===== src/rtl/start_job_engine_if.sv =====
// Avalon-MM read-master bus between the job engine and on-chip memory.
// A request is accepted when avm_read & ~avm_waitrequest; the master holds avm_read/avm_address until then; readdatavalid cannot be stalled.
interface start_job_engine_if #(
  parameter int ADDR_W = 32
);
  logic [ADDR_W-1:0] avm_address;
  logic              avm_read;
  logic              avm_waitrequest;
  logic [31:0]       avm_readdata;
  logic              avm_readdatavalid;

  modport master (
    output avm_address, avm_read,
    input  avm_waitrequest, avm_readdata, avm_readdatavalid
  );

  modport slave (
    input  avm_address, avm_read,
    output avm_waitrequest, avm_readdata, avm_readdatavalid
  );
endinterface


===== src/rtl/start_job_engine.sv =====
// Runs one read-and-accumulate job over job_len words per software start level,
// with pipelined Avalon reads and a 4-phase start/done handshake.
module start_job_engine #(
  parameter int ADDR_W  = 32,
  parameter int LEN_W   = 11,
  parameter int MAX_OUT = 4
) (
  input  logic                clk,
  input  logic                reset,
  input  logic                start,
  input  logic [ADDR_W-1:0]   base_addr,
  input  logic [LEN_W-1:0]    job_len,
  start_job_engine_if.master  avm,
  output logic                busy,
  output logic                done,
  output logic [31:0]         result,
  output logic                result_ovf,
  output logic [1:0]          dbg_state_o
);

  localparam int CW = LEN_W + 1;

  typedef enum logic [1:0] {
    S_IDLE  = 2'd0,
    S_ISSUE = 2'd1,
    S_DRAIN = 2'd2,
    S_DONE  = 2'd3
  } state_t;

  state_t            state_q, state_d;
  logic [ADDR_W-1:0] base_q, base_d;
  logic [CW-1:0]     len_q, len_d;
  logic [CW-1:0]     idx_q, idx_d;
  logic [CW-1:0]     rcv_q, rcv_d;
  logic [3:0]        out_q, out_d;
  logic [31:0]       result_q, result_d;
  logic              ovf_q, ovf_d;

  logic              accept;
  logic              rdv_en;
  logic [32:0]       sum;
  logic [ADDR_W-1:0] offset;

  always_ff @(posedge clk or posedge reset) begin
    if (reset) state_q <= S_IDLE;
    else       state_q <= state_d;
  end

  always_ff @(posedge clk or posedge reset) begin
    if (reset) begin
      base_q   <= '0;
      len_q    <= '0;
      idx_q    <= '0;
      rcv_q    <= '0;
      out_q    <= '0;
      result_q <= '0;
      ovf_q    <= 1'b0;
    end else begin
      base_q   <= base_d;
      len_q    <= len_d;
      idx_q    <= idx_d;
      rcv_q    <= rcv_d;
      out_q    <= out_d;
      result_q <= result_d;
      ovf_q    <= ovf_d;
    end
  end

  // Request decision uses registered idx/outstanding only, so readdatavalid never reaches avm_read.
  always_comb begin
    avm.avm_read    = (state_q == S_ISSUE) && (idx_q < len_q) && (out_q < 4'(MAX_OUT));
    offset          = ADDR_W'(idx_q) << 2;
    avm.avm_address = avm.avm_read ? (base_q + offset) : '0;
    busy            = (state_q == S_ISSUE) || (state_q == S_DRAIN);
    done            = (state_q == S_DONE);
    result          = result_q;
    result_ovf      = ovf_q;
    dbg_state_o     = state_q;
  end

  assign accept = avm.avm_read & ~avm.avm_waitrequest;
  assign rdv_en = avm.avm_readdatavalid & ((state_q == S_ISSUE) || (state_q == S_DRAIN));
  assign sum    = {1'b0, result_q} + {1'b0, avm.avm_readdata};

  always_comb begin
    base_d   = base_q;
    len_d    = len_q;
    idx_d    = idx_q;
    rcv_d    = rcv_q;
    out_d    = out_q;
    result_d = result_q;
    ovf_d    = ovf_q;
    case (state_q)
      S_IDLE: begin
        if (start) begin
          base_d   = base_addr;
          len_d    = CW'(job_len);
          idx_d    = '0;
          rcv_d    = '0;
          out_d    = '0;
          result_d = '0;
          ovf_d    = 1'b0;
        end
      end
      S_ISSUE, S_DRAIN: begin
        if (accept) idx_d = idx_q + CW'(1);
        if (rdv_en) begin
          result_d = sum[31:0];
          ovf_d    = ovf_q | sum[32];
          rcv_d    = rcv_q + CW'(1);
        end
        out_d = out_q + {3'b000, accept} - {3'b000, rdv_en};
      end
      default: ;
    endcase
  end

  // DRAIN looks at rcv_d so done rises the cycle right after the final readdatavalid.
  always_comb begin
    state_d = state_q;
    case (state_q)
      S_IDLE:  if (start) state_d = (job_len == '0) ? S_DONE : S_ISSUE;
      S_ISSUE: if (accept && (idx_q == len_q - CW'(1))) state_d = S_DRAIN;
      S_DRAIN: if (rcv_d == len_q) state_d = S_DONE;
      S_DONE:  if (!start) state_d = S_IDLE;
      default: state_d = S_IDLE;
    endcase
  end

endmodule


===== src/flat_wrapper.sv =====
// flat-port wrapper written by rule: the top's interface ports become plain ports
module start_job_engine_flat 
#(
  parameter int ADDR_W  = 32,
  parameter int LEN_W   = 11,
  parameter int MAX_OUT = 4
)
  (clk, reset, start, base_addr, job_len, busy, done, result, result_ovf, dbg_state_o, avm_avm_address, avm_avm_read, avm_avm_waitrequest, avm_avm_readdata, avm_avm_readdatavalid);
  start_job_engine_if #(.ADDR_W(ADDR_W)) avm_i ();
  input  logic clk;
  input  logic reset;
  input  logic start;
  input  logic [ADDR_W-1:0] base_addr;
  input  logic [LEN_W-1:0] job_len;
  output logic busy;
  output logic done;
  output logic [31:0] result;
  output logic result_ovf;
  output logic [1:0] dbg_state_o;
  output wire logic [$bits(avm_i.avm_address)-1:0] avm_avm_address;
  output wire logic [$bits(avm_i.avm_read)-1:0] avm_avm_read;
  input wire logic [$bits(avm_i.avm_waitrequest)-1:0] avm_avm_waitrequest;
  input wire logic [$bits(avm_i.avm_readdata)-1:0] avm_avm_readdata;
  input wire logic [$bits(avm_i.avm_readdatavalid)-1:0] avm_avm_readdatavalid;
  assign avm_avm_address = avm_i.avm_address;
  assign avm_avm_read = avm_i.avm_read;
  assign avm_i.avm_waitrequest = avm_avm_waitrequest;
  assign avm_i.avm_readdata = avm_avm_readdata;
  assign avm_i.avm_readdatavalid = avm_avm_readdatavalid;
  start_job_engine #(.ADDR_W(ADDR_W), .LEN_W(LEN_W), .MAX_OUT(MAX_OUT)) u_core (.clk(clk), .reset(reset), .start(start), .base_addr(base_addr), .job_len(job_len), .avm(avm_i), .busy(busy), .done(done), .result(result), .result_ovf(result_ovf), .dbg_state_o(dbg_state_o));
endmodule

===== config.mk =====
export PLATFORM = sky130hd
export DESIGN_NAME = start_job_engine_flat
export DESIGN_NICKNAME = d
export VERILOG_FILES = /design/src/rtl/start_job_engine_if.sv /design/src/rtl/start_job_engine.sv /design/src/flat_wrapper.sv
export SDC_FILE = /design/constraint.sdc
export NUM_CORES = 1
export LEC_CHECK = 0
export BUFFER_PORTS_ARGS = -buffer_cell sky130_fd_sc_hd__buf_2
export CAP_MARGIN = 20
export CORE_MARGIN = 2
export CORE_UTILIZATION = 40
export DETAILED_ROUTE_END_ITERATION = 16
export GPL_TIMING_DRIVEN = 0
export PLACE_DENSITY = 0.64
export SETUP_SLACK_MARGIN = 0.3
export SLEW_MARGIN = 10
export SYNTH_ARGS = -nofsm -noshare
export SYNTH_HDL_FRONTEND = slang
export SYNTH_SLANG_ARGS = --single-unit

===== constraint.sdc =====
create_clock -name clk -period 10.28 [get_ports clk]
set_input_delay 1.542 -clock clk [delete_from_list [all_inputs] [get_ports clk]]
set_output_delay 1.542 -clock clk [all_outputs]
set_load 0.05 [all_outputs]

==> results by group <==
Final layout
  – Layout Nets: roughly 1200
  – Share of cells above drive strength 1: 21.0%
  – Final core occ: about 48%
  – Post-route cell area: ~9400 um2
  – Finished Layout Cells: roughly 1300
  – Area growth, synth to finish: 18.0%

Detailed routing
  – Wire length on met2: 10100 um
  – Iteration-0 DRC Markers: just over 400
  – Via-per-instance ratio: about 5.3
  – Antenna-violating nets left: 0
  – Wire length on met1: 9580 um
  – Post-Route WL: roughly 21000 um
  – Detailed-router iteration count before antenna repair: 4
  – WL per Instance: around 16 um
  – Met3 wire length: ~1100 um
  – Max Used Layer: met5
  – # DRC: 0
  – Vias: between 7000 and 8000

Place
  – Hpwl dp: around 16000 um
  – Placed cell count: approximately 1300
  – Port bufs: roughly 150
  – Post-Place Setup Slack: between 5 and 6 ns
  – Dpl cell area: roughly 9000 um2
  – GP Congestion: 0.892

Power
  – Power, Total: a little under 2 mW
  – Switching power: roughly 0.87 mW
  – Logic pwr share: 51.2%
  – Clk pwr share: between 10% and 20%
  – Internal power: 1.07 mW
  – Peak supply drop: approximately 0.23 mV
  – Switching share of power: 44.8%
  – Leak pwr: between 4 and 5 nW
  – Sequential Power Share: between 20 and 30%
  – PwrDens: 207 nW/um2

Clock tree
  – Skew-Pair Late Insertion Delay: roughly 0.35 ns
  – Htree depth: 3
  – Clk sinks: 106
  – Setup Buffers After CTS: 0
  – Longest Clk Path Bufs: 2
  – Clk slew on worst S/H paths: around 0.07 ns
  – Post_cts resized: 0
  – Hold-fix buffers, CTS: 0
  – Number of buffers created by CTS: 9
  – CTS tree: done
  – CTS Root Cell: clkbuf_16

Floorplan
  – Initial Utilization: 40.7%
  – DIE HEIGHT: around 140 um
  – Die footprint: roughly 21000 um2
  – DIE WIDTH: ~140 um
  – Row Count: 51
  – Core area: just under 20000 um2
  – Ports: 150

Global route
  – GR Overflow Total: 0
  – Largest net degree at the start of global routing: 82
  – Global-route wire length before repair: 33400 um
  – Initial antenna violation count: 2
  – Vias in the first global route: approximately 6700
  – GRT Util Overall: 20.3%

Critical path
  – Data arrival, critical path: about 3.8 ns
  – Startpoint types: flip-flop
  – Crit path max-delay family: compound AO/OA/AOI/OAI gates
  – CP max-delay cell: dfrtp_1
  – CP max stage delay: 0.57 ns
  – Crit. Startpoint: u_core.idx_q[1]$_DFFE_PP0P_
  – CP endpoint kind: output pin
  – CP Cell Sequence: ha_1 -> a21o_1 -> a21oi_1 -> o21bai_1 -> a31oi_1 -> o211ai_1 -> a31oi_1 -> clkbuf_1 -> o21ai_0 -> a21oi_1 -> buf_2
  – Critical Path RT: approximately 8.7 ns
  – Buffers & Inverters on Critical Path: 2
  – Crit path kind: flip-flop to output pin
  – CP Max Fanout: 10
  – Reg2reg start: u_core.len_q[2]$_DFFE_PP0P_

Run status
  – Status: finished clean

Timing
  – Max-slew violation count: 0
  – Slew headroom: about two fifths
  – Worst-margin pin slew: between 0.8 and 0.9 ns
  – Period minus WS final: roughly 5.3 ns
  – RSZ-0062 raised after global routing: no
  – Final WS setup: 4.97 ns
  – Final TNS setup: 0 ns
  – Hold slack: roughly 0.50 ns
  – Final period util: 51.7%
  – Final Hold Vio Count: 0
  – Fmax: approximately 190 MHz
  – Setup Viol. Count Final: 0
  – Worst Clk Skew: approximately 0.0086 ns

Job
  – Max-cap violations: 0

Hold path
  – Worst Hold Launch: u_core.out_q[0]$_DFFE_PP0P_
  – Hold crit path type: flip-flop to flip-flop

Synthesis
  – Post-synth top cells: 106 x dfrtp_1, 81 x nand2_1, 73 x nor2_1, 66 x ha_1, 65 x o21ai_0
  – Mapped cell area: 7930 um2
  – Ys Warns: 0
  – Register area share after synthesis: about a third
  – Post-synth top area share: 33.5%
  – Post-Syn Nets: around 1000
  – Synthesized instance count: roughly 900
  – Yosys reg bits: approximately 110
  – Syn avg cell area: 8.82 um2
  – Post-synth EDFFs: 0
  – Main area contributors after synthesis: dfrtp_1 33%, ha_1 10%, mux2_2 6.1%
  – Unique masters post-synth: around 70
  – Count leader, synth: dfrtp_1
  – Most common flop cell mapped by yosys: dfrtp_1
  – Ys async rst share: 100%
  – Post-synth top area cell: dfrtp_1
==> area by class of cell <==
type                       instances  area [um2]
inverter                          48         185
multi-input combinational        711        4960
timing repair buffer             149         768
antenna                            1        2.50
tap                              265         332
clock buffer                      15         288
sequential                       106        2650
clock inverter                     1        30.0
fill                            1952       10100
buffer                            34         134
==> final timing paths <==
path | end | slack (ns) | depth (start not counted)
max | avm_avm_address[31] | 4.97 | 11
min | u_core.out_q[0]$_DFFE_PP0P_ | 0.50 | 2
max reg2reg | u_core.out_q[2]$_DFFE_PP0P_ | 6.93 | 14
min reg2reg | u_core.out_q[0]$_DFFE_PP0P_ | 0.50 | 2
max in group asynchronous | u_core.len_q[2]$_DFFE_PP0P_ | 8.44 | 3
min in group asynchronous | u_core.result[24]$_DFFE_PP0P_ | 1.15 | 2
==> sequential cells by signal, indices dropped and copies added (netlist names) <==
| register | flops |
|---|---|
| u_core.rcv_q | 12 |
| u_core.idx_q | 12 |
| u_core.len_q | 11 |
| u_core.out_q | 4 |
| u_core.result | 32 |
| u_core.result_ovf | 1 |
| u_core.dbg_state_o | 2 |
| u_core.base_q | 32 |
==> tightest hold or removal path, cell delays in order (launching register included) <==
cell     delay, ns
dfrtp_1       0.36
nand2_1       0.06
nand2_1       0.06
==> cells by family after synthesis <==
kind of cell	synth area share (%)
muxes	6.68
AOI/OAI and AO/OA	17.5
xor gates and xnor gates	8.95
buffers and inverters	3.96
and+or+nand+nor	18.3
adders and majority gates	11.2
DFF	33.5
==> placed cells by master (no fill, tap or decap), drive strengths merged, types with 3 or more instances in the layout <==
cell / netlist / final
buf: 4 / 153
dfrtp: 106 / 106
nand2: 82 / 82
nor2: 74 / 74
o21ai: 71 / 71
ha: 66 / 66
a21oi: 50 / 50
inv: 48 / 48
clkbuf: 30 / 45
mux2: 44 / 44
xnor2: 42 / 42
xor2: 39 / 39
nand3: 34 / 34
a21o: 18 / 18
nor3: 16 / 16
a31oi: 15 / 15
nand4: 15 / 15
nand2b: 12 / 12
and2: 10 / 10
nor2b: 8 / 8
or3: 8 / 8
and3: 8 / 8
nor4: 8 / 8
o21a: 6 / 6
o21bai: 6 / 6
o22ai: 6 / 6
a22o: 5 / 5
a211oi: 5 / 5
a32o: 4 / 4
o211ai: 4 / 4
or2: 4 / 4
and4: 4 / 4
a2111oi: 3 / 3
nand3b: 3 / 3
mux2i: 3 / 3
o31ai: 3 / 3
fa: 3 / 3
==> metal layers <==
layer / global-route usage, % / up-vias
li1: - / 3546
met1: 27.2 / 3385
met2: 34.0 / 165
met3: 4.51 / 15
met4: 3.99 / 2
met5: 0 / -
==> power groups by stage <==
stage / registers, mW / logic (mW) / clock network, mW
global placement: 0.577 / 0.975 / 0
finish: 0.571 / 0.991 / 0.372
CTS: 0.570 / 0.992 / 0.389
global route: 0.584 / 1.09 / 0.403
detailed placement: 0.577 / 0.985 / 0
floorplan: 0.786 / 0.550 / 0
Note: power is estimated with default switching activity, not from simulation.
